$ cat config.mk
export PLATFORM = sky130hd
export DESIGN_NAME = overlay_animator_flat
export DESIGN_NICKNAME = d
export VERILOG_FILES = /design/src/rtl/overlay_animator_pkg.sv /design/src/rtl/overlay_animator_if.sv /design/src/rtl/overlay_animator_fade_fsm.sv /design/src/rtl/overlay_animator_masks.sv /design/src/rtl/overlay_animator.sv /design/src/flat_wrapper.sv
export SDC_FILE = /design/constraint.sdc
export NUM_CORES = 1
export LEC_CHECK = 0
export CAP_MARGIN = 0
export CORE_ASPECT_RATIO = 0.9
export CORE_UTILIZATION = 25
export DETAILED_ROUTE_END_ITERATION = 10
export GPL_ROUTABILITY_DRIVEN = 0
export MAX_ROUTING_LAYER = met4
export PLACE_DENSITY = 0.5
export SLEW_MARGIN = 20
export SYNTH_ARGS = -nofsm -noshare
export SYNTH_HDL_FRONTEND = slang
export SYNTH_SLANG_ARGS = --single-unit
export TNS_END_PERCENT = 30
$ cat constraint.sdc
create_clock -name clk -period 20.3 [get_ports clk]
set_input_delay 2.03 -clock clk [delete_from_list [all_inputs] [get_ports clk]]
set_output_delay 2.03 -clock clk [all_outputs]
set_load 0.02 [all_outputs]
$ cat src/rtl/overlay_animator_pkg.sv
// Shared types and constants for the animated VGA overlay: palette, fade states,
// mode encodings and the quarter-wave sine table used by the trail layers.
package overlay_pkg;

  typedef enum logic [1:0] {SHOW, FADE_OUT, HIDDEN, FADE_IN} fade_state_t;

  typedef enum logic [1:0] {
    MODE_ALL  = 2'b00,
    MODE_SINE = 2'b01,
    MODE_TEXT = 2'b10,
    MODE_OFF  = 2'b11
  } mode_t;

  localparam logic [5:0] SHADOW_RGB  = 6'b01_01_01;
  localparam logic [9:0] SINE_CENTRE = 10'd240;

  function automatic logic [5:0] palette_rgb(input logic [2:0] idx);
    case (idx)
      3'd0:    return 6'b111111;
      3'd1:    return 6'b110000;
      3'd2:    return 6'b111000;
      3'd3:    return 6'b111100;
      3'd4:    return 6'b001100;
      3'd5:    return 6'b001011;
      3'd6:    return 6'b000011;
      default: return 6'b100011;
    endcase
  endfunction

  // round(32*sin(q*pi/32)) for q = 0..16; one quarter of a 64-step period
  function automatic logic [5:0] sine_quarter(input logic [4:0] q);
    case (q)
      5'd0:    return 6'd0;
      5'd1:    return 6'd3;
      5'd2:    return 6'd6;
      5'd3:    return 6'd9;
      5'd4:    return 6'd12;
      5'd5:    return 6'd15;
      5'd6:    return 6'd18;
      5'd7:    return 6'd20;
      5'd8:    return 6'd23;
      5'd9:    return 6'd25;
      5'd10:   return 6'd27;
      5'd11:   return 6'd28;
      5'd12:   return 6'd30;
      5'd13:   return 6'd31;
      5'd14:   return 6'd31;
      5'd15:   return 6'd32;
      default: return 6'd32;
    endcase
  endfunction

endpackage

$ cat src/rtl/overlay_animator_if.sv
// Pixel-stream bundle between the VGA timing/mux logic and the overlay animator.
interface overlay_animator_if;
  logic [9:0] x;
  logic [9:0] y;
  logic       frame_active;
  logic       frame_start;
  logic       enable_anim;
  logic [1:0] mode;
  logic [5:0] overlay_rgb;
  logic       overlay_active;

  modport master (
    output x, y, frame_active, frame_start, enable_anim, mode,
    input  overlay_rgb, overlay_active
  );

  modport slave (
    input  x, y, frame_active, frame_start, enable_anim, mode,
    output overlay_rgb, overlay_active
  );
endinterface

$ cat src/rtl/overlay_animator_fade_fsm.sv
// Per-frame text fade sequencer: SHOW(3) -> FADE_OUT(2,1) -> HIDDEN(0) -> FADE_IN(1,2) -> SHOW.
module overlay_fade_fsm
  import overlay_pkg::*;
#(
  parameter int HOLD_FRAMES = 120,
  parameter int FADE_FRAMES = 8
) (
  input  logic       clk,
  input  logic       rst_n,
  input  logic       frame_start,
  input  logic       enable_anim,
  output logic [1:0] level
);
  localparam int MAX_FRAMES = (HOLD_FRAMES > FADE_FRAMES) ? HOLD_FRAMES : FADE_FRAMES;
  localparam int CW = $clog2(MAX_FRAMES) + 1;
  localparam logic [CW-1:0] HOLD_LAST = CW'(HOLD_FRAMES - 1);
  localparam logic [CW-1:0] FADE_LAST = CW'(FADE_FRAMES - 1);

  fade_state_t   state;
  logic [CW-1:0] frame_cnt;

  always_ff @(posedge clk) begin
    if (!rst_n) begin
      state     <= SHOW;
      level     <= 2'd3;
      frame_cnt <= '0;
    end else if (frame_start && enable_anim) begin
      unique case (state)
        SHOW:
          if (frame_cnt == HOLD_LAST) begin
            state     <= FADE_OUT;
            level     <= 2'd2;
            frame_cnt <= '0;
          end else frame_cnt <= frame_cnt + CW'(1);
        FADE_OUT:
          if (frame_cnt == FADE_LAST) begin
            level     <= level - 2'd1;
            frame_cnt <= '0;
            if (level == 2'd1) state <= HIDDEN;
          end else frame_cnt <= frame_cnt + CW'(1);
        HIDDEN:
          if (frame_cnt == HOLD_LAST) begin
            state     <= FADE_IN;
            level     <= 2'd1;
            frame_cnt <= '0;
          end else frame_cnt <= frame_cnt + CW'(1);
        FADE_IN:
          if (frame_cnt == FADE_LAST) begin
            level     <= level + 2'd1;
            frame_cnt <= '0;
            if (level == 2'd2) state <= SHOW;
          end else frame_cnt <= frame_cnt + CW'(1);
      endcase
    end
  end
endmodule

$ cat src/rtl/overlay_animator_masks.sv
// Pixel masks: 3-pixel-thick sine trail (256 px period) and the three text sprites.
module sine_layer
  import overlay_pkg::*;
(
  input  logic [9:0] x,
  input  logic [9:0] y,
  output logic       hit
);
  logic [1:0] quad;
  logic [3:0] q;
  logic [5:0] mag;
  logic [9:0] yc;
  logic       unused_bits;

  assign unused_bits = ^{x[9:8], x[1:0]};

  always_comb begin
    quad = x[7:6];
    q    = x[5:2];
    mag  = quad[0] ? sine_quarter(5'd16 - {1'b0, q}) : sine_quarter({1'b0, q});
    yc   = quad[1] ? SINE_CENTRE - {4'b0, mag} : SINE_CENTRE + {4'b0, mag};
    hit  = (y + 10'd1 == yc) || (y == yc) || (y == yc + 10'd1);
  end
endmodule

module text_demosiine (
  input  logic [9:0] x,
  input  logic [9:0] y,
  output logic       hit
);
  always_comb
    hit = (x >= 10'd96) && (x <= 10'd223) && (y >= 10'd48) && (y <= 10'd63) && (x[2] == y[2]);
endmodule

module text_tt08 (
  input  logic [9:0] x,
  input  logic [9:0] y,
  output logic       hit
);
  always_comb
    hit = (x >= 10'd288) && (x <= 10'd351) && (y >= 10'd48) && (y <= 10'd63) && !x[3];
endmodule

module text_sda (
  input  logic [9:0] x,
  input  logic [9:0] y,
  output logic       hit
);
  always_comb
    hit = (x >= 10'd400) && (x <= 10'd463) && (y >= 10'd208) && (y <= 10'd223) && !x[2];
endmodule

$ cat src/rtl/overlay_animator.sv
// Animated overlay: scrolling rainbow sine trails over fading, shadowed text sprites.
// Output is registered one pixel clock after x/y.
module overlay_animator
  import overlay_pkg::*;
#(
  parameter int N_TRAIL       = 8,
  parameter int TRAIL_SPACING = 1,
  parameter int PHASE_STEP    = 2,
  parameter int SHADOW_DX     = 4,
  parameter int SHADOW_DY     = 4,
  parameter int HOLD_FRAMES   = 120,
  parameter int FADE_FRAMES   = 8
) (
  input  logic                clk,
  input  logic                rst_n,
  overlay_animator_if.slave   bus
);
  logic [9:0]         phase;
  logic [1:0]         level;
  logic [N_TRAIL-1:0] trail_hit;
  logic [2:0]         main_hit;
  logic [2:0]         shadow_hit;
  logic [9:0]         shadow_x;
  logic [9:0]         shadow_y;
  logic               trail_any;
  logic [5:0]         trail_rgb;
  logic               sine_en;
  logic               text_en;
  logic [5:0]         rgb_next;
  logic               active_next;

  always_ff @(posedge clk) begin
    if (!rst_n) phase <= '0;
    else if (bus.frame_start && bus.enable_anim) phase <= phase + 10'(PHASE_STEP);
  end

  overlay_fade_fsm #(
    .HOLD_FRAMES(HOLD_FRAMES),
    .FADE_FRAMES(FADE_FRAMES)
  ) u_fade (
    .clk         (clk),
    .rst_n       (rst_n),
    .frame_start (bus.frame_start),
    .enable_anim (bus.enable_anim),
    .level       (level)
  );

  for (genvar k = 0; k < N_TRAIL; k++) begin : g_trail
    logic [9:0] xs;
    assign xs = bus.x - phase - 10'(k * TRAIL_SPACING);
    sine_layer u_sine (.x(xs), .y(bus.y), .hit(trail_hit[k]));
  end

  assign shadow_x = bus.x - 10'(SHADOW_DX);
  assign shadow_y = bus.y - 10'(SHADOW_DY);

  text_demosiine u_demo_main (.x(bus.x),    .y(bus.y),    .hit(main_hit[0]));
  text_tt08      u_tt08_main (.x(bus.x),    .y(bus.y),    .hit(main_hit[1]));
  text_sda       u_sda_main  (.x(bus.x),    .y(bus.y),    .hit(main_hit[2]));
  text_demosiine u_demo_shad (.x(shadow_x), .y(shadow_y), .hit(shadow_hit[0]));
  text_tt08      u_tt08_shad (.x(shadow_x), .y(shadow_y), .hit(shadow_hit[1]));
  text_sda       u_sda_shad  (.x(shadow_x), .y(shadow_y), .hit(shadow_hit[2]));

  always_comb begin
    trail_any = 1'b0;
    trail_rgb = '0;
    for (int unsigned i = 0; i < N_TRAIL; i++) begin
      if (trail_hit[i] && !trail_any) begin
        trail_any = 1'b1;
        trail_rgb = palette_rgb(3'(i));
      end
    end
  end

  // All text sprites share one colour, so their internal priority reduces to an OR
  always_comb begin
    sine_en     = (bus.mode == MODE_ALL) || (bus.mode == MODE_SINE);
    text_en     = (bus.mode == MODE_ALL) || (bus.mode == MODE_TEXT);
    rgb_next    = '0;
    active_next = 1'b0;
    if (bus.frame_active) begin
      if (sine_en && trail_any) begin
        rgb_next    = trail_rgb;
        active_next = 1'b1;
      end else if (text_en && (|main_hit) && (level != 2'd0)) begin
        rgb_next    = {level, level, level};
        active_next = 1'b1;
      end else if (text_en && (|shadow_hit) && (level == 2'd3)) begin
        rgb_next    = SHADOW_RGB;
        active_next = 1'b1;
      end
    end
  end

  always_ff @(posedge clk) begin
    if (!rst_n) begin
      bus.overlay_rgb    <= '0;
      bus.overlay_active <= 1'b0;
    end else begin
      bus.overlay_rgb    <= rgb_next;
      bus.overlay_active <= active_next;
    end
  end
endmodule

$ cat src/flat_wrapper.sv
// flat-port wrapper written by rule: the top's interface ports become plain ports
module overlay_animator_flat import overlay_pkg::*;
#(
  parameter int N_TRAIL       = 8,
  parameter int TRAIL_SPACING = 1,
  parameter int PHASE_STEP    = 2,
  parameter int SHADOW_DX     = 4,
  parameter int SHADOW_DY     = 4,
  parameter int HOLD_FRAMES   = 120,
  parameter int FADE_FRAMES   = 8
)
  (clk, rst_n, bus_x, bus_y, bus_frame_active, bus_frame_start, bus_enable_anim, bus_mode, bus_overlay_rgb, bus_overlay_active);
  overlay_animator_if bus_i ();
  input  logic clk;
  input  logic rst_n;
  input wire logic [$bits(bus_i.x)-1:0] bus_x;
  input wire logic [$bits(bus_i.y)-1:0] bus_y;
  input wire logic [$bits(bus_i.frame_active)-1:0] bus_frame_active;
  input wire logic [$bits(bus_i.frame_start)-1:0] bus_frame_start;
  input wire logic [$bits(bus_i.enable_anim)-1:0] bus_enable_anim;
  input wire logic [$bits(bus_i.mode)-1:0] bus_mode;
  output wire logic [$bits(bus_i.overlay_rgb)-1:0] bus_overlay_rgb;
  output wire logic [$bits(bus_i.overlay_active)-1:0] bus_overlay_active;
  assign bus_i.x = bus_x;
  assign bus_i.y = bus_y;
  assign bus_i.frame_active = bus_frame_active;
  assign bus_i.frame_start = bus_frame_start;
  assign bus_i.enable_anim = bus_enable_anim;
  assign bus_i.mode = bus_mode;
  assign bus_overlay_rgb = bus_i.overlay_rgb;
  assign bus_overlay_active = bus_i.overlay_active;
  overlay_animator #(.N_TRAIL(N_TRAIL), .TRAIL_SPACING(TRAIL_SPACING), .PHASE_STEP(PHASE_STEP), .SHADOW_DX(SHADOW_DX), .SHADOW_DY(SHADOW_DY), .HOLD_FRAMES(HOLD_FRAMES), .FADE_FRAMES(FADE_FRAMES)) u_core (.clk(clk), .rst_n(rst_n), .bus(bus_i));
endmodule
==> metrics.txt <==
Die X=257.1 um; Cells after Synth=2055; DRC viols=0; HP Class=reg -> reg; initial antenna violation count=0; Worst EP arrival=11.17 ns; GR Util All Layers=17.74%; top-area cell type share of the netlist area=12.32%; crit end category=flop; RSZ-0062 raised after global routing=no; warning count from the yosys run=0; largest net degree at the start of global routing=30; H-tree lvl count=1; complex-gate fraction of the synthesized area=27.73%; min Tclk post-route=11.01 ns; Critical Path Start Type=input pin; Hold Fails Final Rpt=0; height of the die=231.6 um; Initial Util=25.50%; # diodes=0; kind of critical path=in -> reg; ANT nets after route=0; drt first pass iters=8; Yosys reg bits=26; final period utilization=54.24%; Final Cell Area=15830 sq um; dpl hpwl=40790 um; Die Area=59550 sq um; placed cell area=15710 sq um; average cell area after synthesis=7.126 sq um; share of cells above drive strength 1=7.562%; Power per Cell Area=103.2 nW/um^2; Mapped Nets=2195; Core Box Area=57430 sq um; Post CTS Setup Buffer Count=0; headroom to the max-slew limit=27.95%; Worst-Skew Late Latency=0.26 ns; Yosys cell types=111; clock buffer depth=2; post-synthesis sequential area ratio=3.554%; Setup-failing EPs final=0; Post-Synth Adder-Cell Area=9.655%; Fmax achieved=90.82 MHz; R2R depth=27; first-pass GRT wire length=83810 um; multiplexer share of the synthesized area=5.819%; max-cap viol count=0; post_cts resized=0; DR vias=15782; via-per-instance ratio=5.687; post-layout utilization of the core=27.56%; Reg clk slew, reported paths=0.07 ns; filler cell count=6244; Worst Clk Skew=0.002880 ns; XOR/XNOR Fraction of Synth Area=19.98%; Mapped Area=14640 sq um; Synth area leaders=xnor2_1, ha_1, nand2_1, nor2_1, mux2i_1; Final TNS setup=0 ns; DRT iter0 DRCs=1664; hold path depth=2; Root Driver=clkbuf_16; total gr overflow=0; pre-CTS WS=9.044 ns; flop-to-flop setup slack=11.21 ns; RR Startpoint=u_core.phase[3]; wire per inst=19.39 um; Leakage Power=5.802 nW; Max Slew Vio Count=0; status=complete, no violations; Num Clock Sinks=26; post-cts hold buffer count=0; vias in the first global route=14581; Tot Pwr=1.634 mW; Worst EP required=20.46 ns; Hold Path Sink=u_core.phase[2]; port buffer count=33; Least-Margin Pin Slew=1.073 ns; EDFF count, synth=0; Crit Reg-Reg Endpoint=u_core.bus.overlay_rgb[5]; Rows=83; Layout Cells excl Fill=2775; ys flop type=dfxtp_1; Post-synth ARST share=0%; Max VDD drop=0.00003352 V; CTS buffer count=3; most frequent cell after synthesis=xnor2_1; Synth area leader=xnor2_1; io pins=34; area grow syn2layout=8.100%; fin nets=2151; CTS tree=done; WHS=0.5227 ns; Synth Area in Simple Gates=26.95%; Commonest cells post-synth=xnor2_1, nand2_1, nor2_1, ha_1, o21ai_0; hold_sp=u_core.phase[2]; final WL=53810 um; critical path peak fanout=24; setup slack after layout=9.289 ns; dpl cells=2771; largest family of logic cells by synthesized area=compound AO/OA/AOI/OAI gates
## sequential cells by signal (all words and copies together), names as in the netlist
register,cells
u_core.u_fade.frame_cnt,8
u_core.phase,7
u_core.bus.overlay_rgb,6
u_core.u_fade.level,2
u_core.u_fade.state,2
u_core.bus.overlay_active,1
## power breakdown
part           switching [mW]  total (mW)  internal, mW  leakage [nW]
Sequential           0.000925      0.0529        0.0519         0.210
Clock                  0.0185      0.0578        0.0393        0.0511
Combinational           0.936        1.52         0.587          5.54
Total                   0.956        1.63         0.679          5.80
## cells in the final DEF (no fill, tap or decap), types with 36 or more instances in the layout
cell type and count:
nand3_1 73, a31oi_1 42, o211ai_1 36, nand4_1 38
buf_4 44, mux2i_1 57, nand2_1 181, a21oi_1 84
inv_1 83, o21ai_0 86, xnor2_1 203, ha_1 113
xor2_1 53, nor3_1 78, nor2_1 175
## final cells by class
type / count / area, sq um / share of cell area (%)
Clock buffer: 3 / 75.07 / 0.4742
Clock inverter: 1 / 30.03 / 0.1897
Inverter: 97 / 364.1 / 2.300
Multi-Input combinational cell: 1806 / 13220 / 83.53
Sequential cell: 26 / 520.5 / 3.288
Tap cell: 765 / 957.2 / 6.046
Timing Repair Buffer: 77 / 660.6 / 4.173
## worst max path at each step
stage	startpoint	end	slack (ns)	cells after the start
after floorplan	bus_x[2]	u_core.bus.overlay_rgb[5]	11.39	29
after detailed placement	bus_x[3]	u_core.bus.overlay_rgb[5]	9.04	27
final	bus_x[2]	u_core.bus.overlay_rgb[5]	9.29	27
after global routing	bus_x[3]	u_core.bus.overlay_rgb[5]	8.66	28
after global placement	bus_x[3]	u_core.bus.overlay_rgb[5]	9.17	27
after CTS	bus_x[3]	u_core.bus.overlay_rgb[5]	9.33	27
## cell families (layout without fill, tap and decap cells)
group	Yosys count	after routing
compound gates	547	547
xor+xnor	291	291
fa+ha+maj	113	113
buf+inv	223	178
flops	26	26
mux	78	78
simple gates	777	777
## worst max-delay path: stages
cell and delay (ns):
clkdlybuf4s50_1 0.60, ha_1 0.50, nand2b_1 0.28, a211o_1 0.34, buf_4 0.21, inv_2 0.28
ha_1 0.75, a21boi_0 0.56, xnor3_1 0.63, nand2_1 0.28, xnor2_1 0.36, mux4_2 0.53
o21ai_0 0.26, inv_1 0.15, ha_1 0.30, a221oi_1 0.21, or4b_2 0.61, o211ai_1 0.26
nor3_2 0.10, nand3b_1 0.14, nor3b_1 0.06, or3_1 0.36, nor4b_1 0.17, nor3b_1 0.40
nand2_1 0.12, or4b_1 0.52, o211a_1 0.13
## metal layers
metal	GRT usage [%]	vias to the layer above	wire (um)
met3	1.564	88	3452
met2	28.44	621	24340
met4	3.478	0	1168
li1	-	7507	-
met1	24.19	7566	24850
met5	-	-	0
No activity file was read; power rests on OpenSTA's default activity.
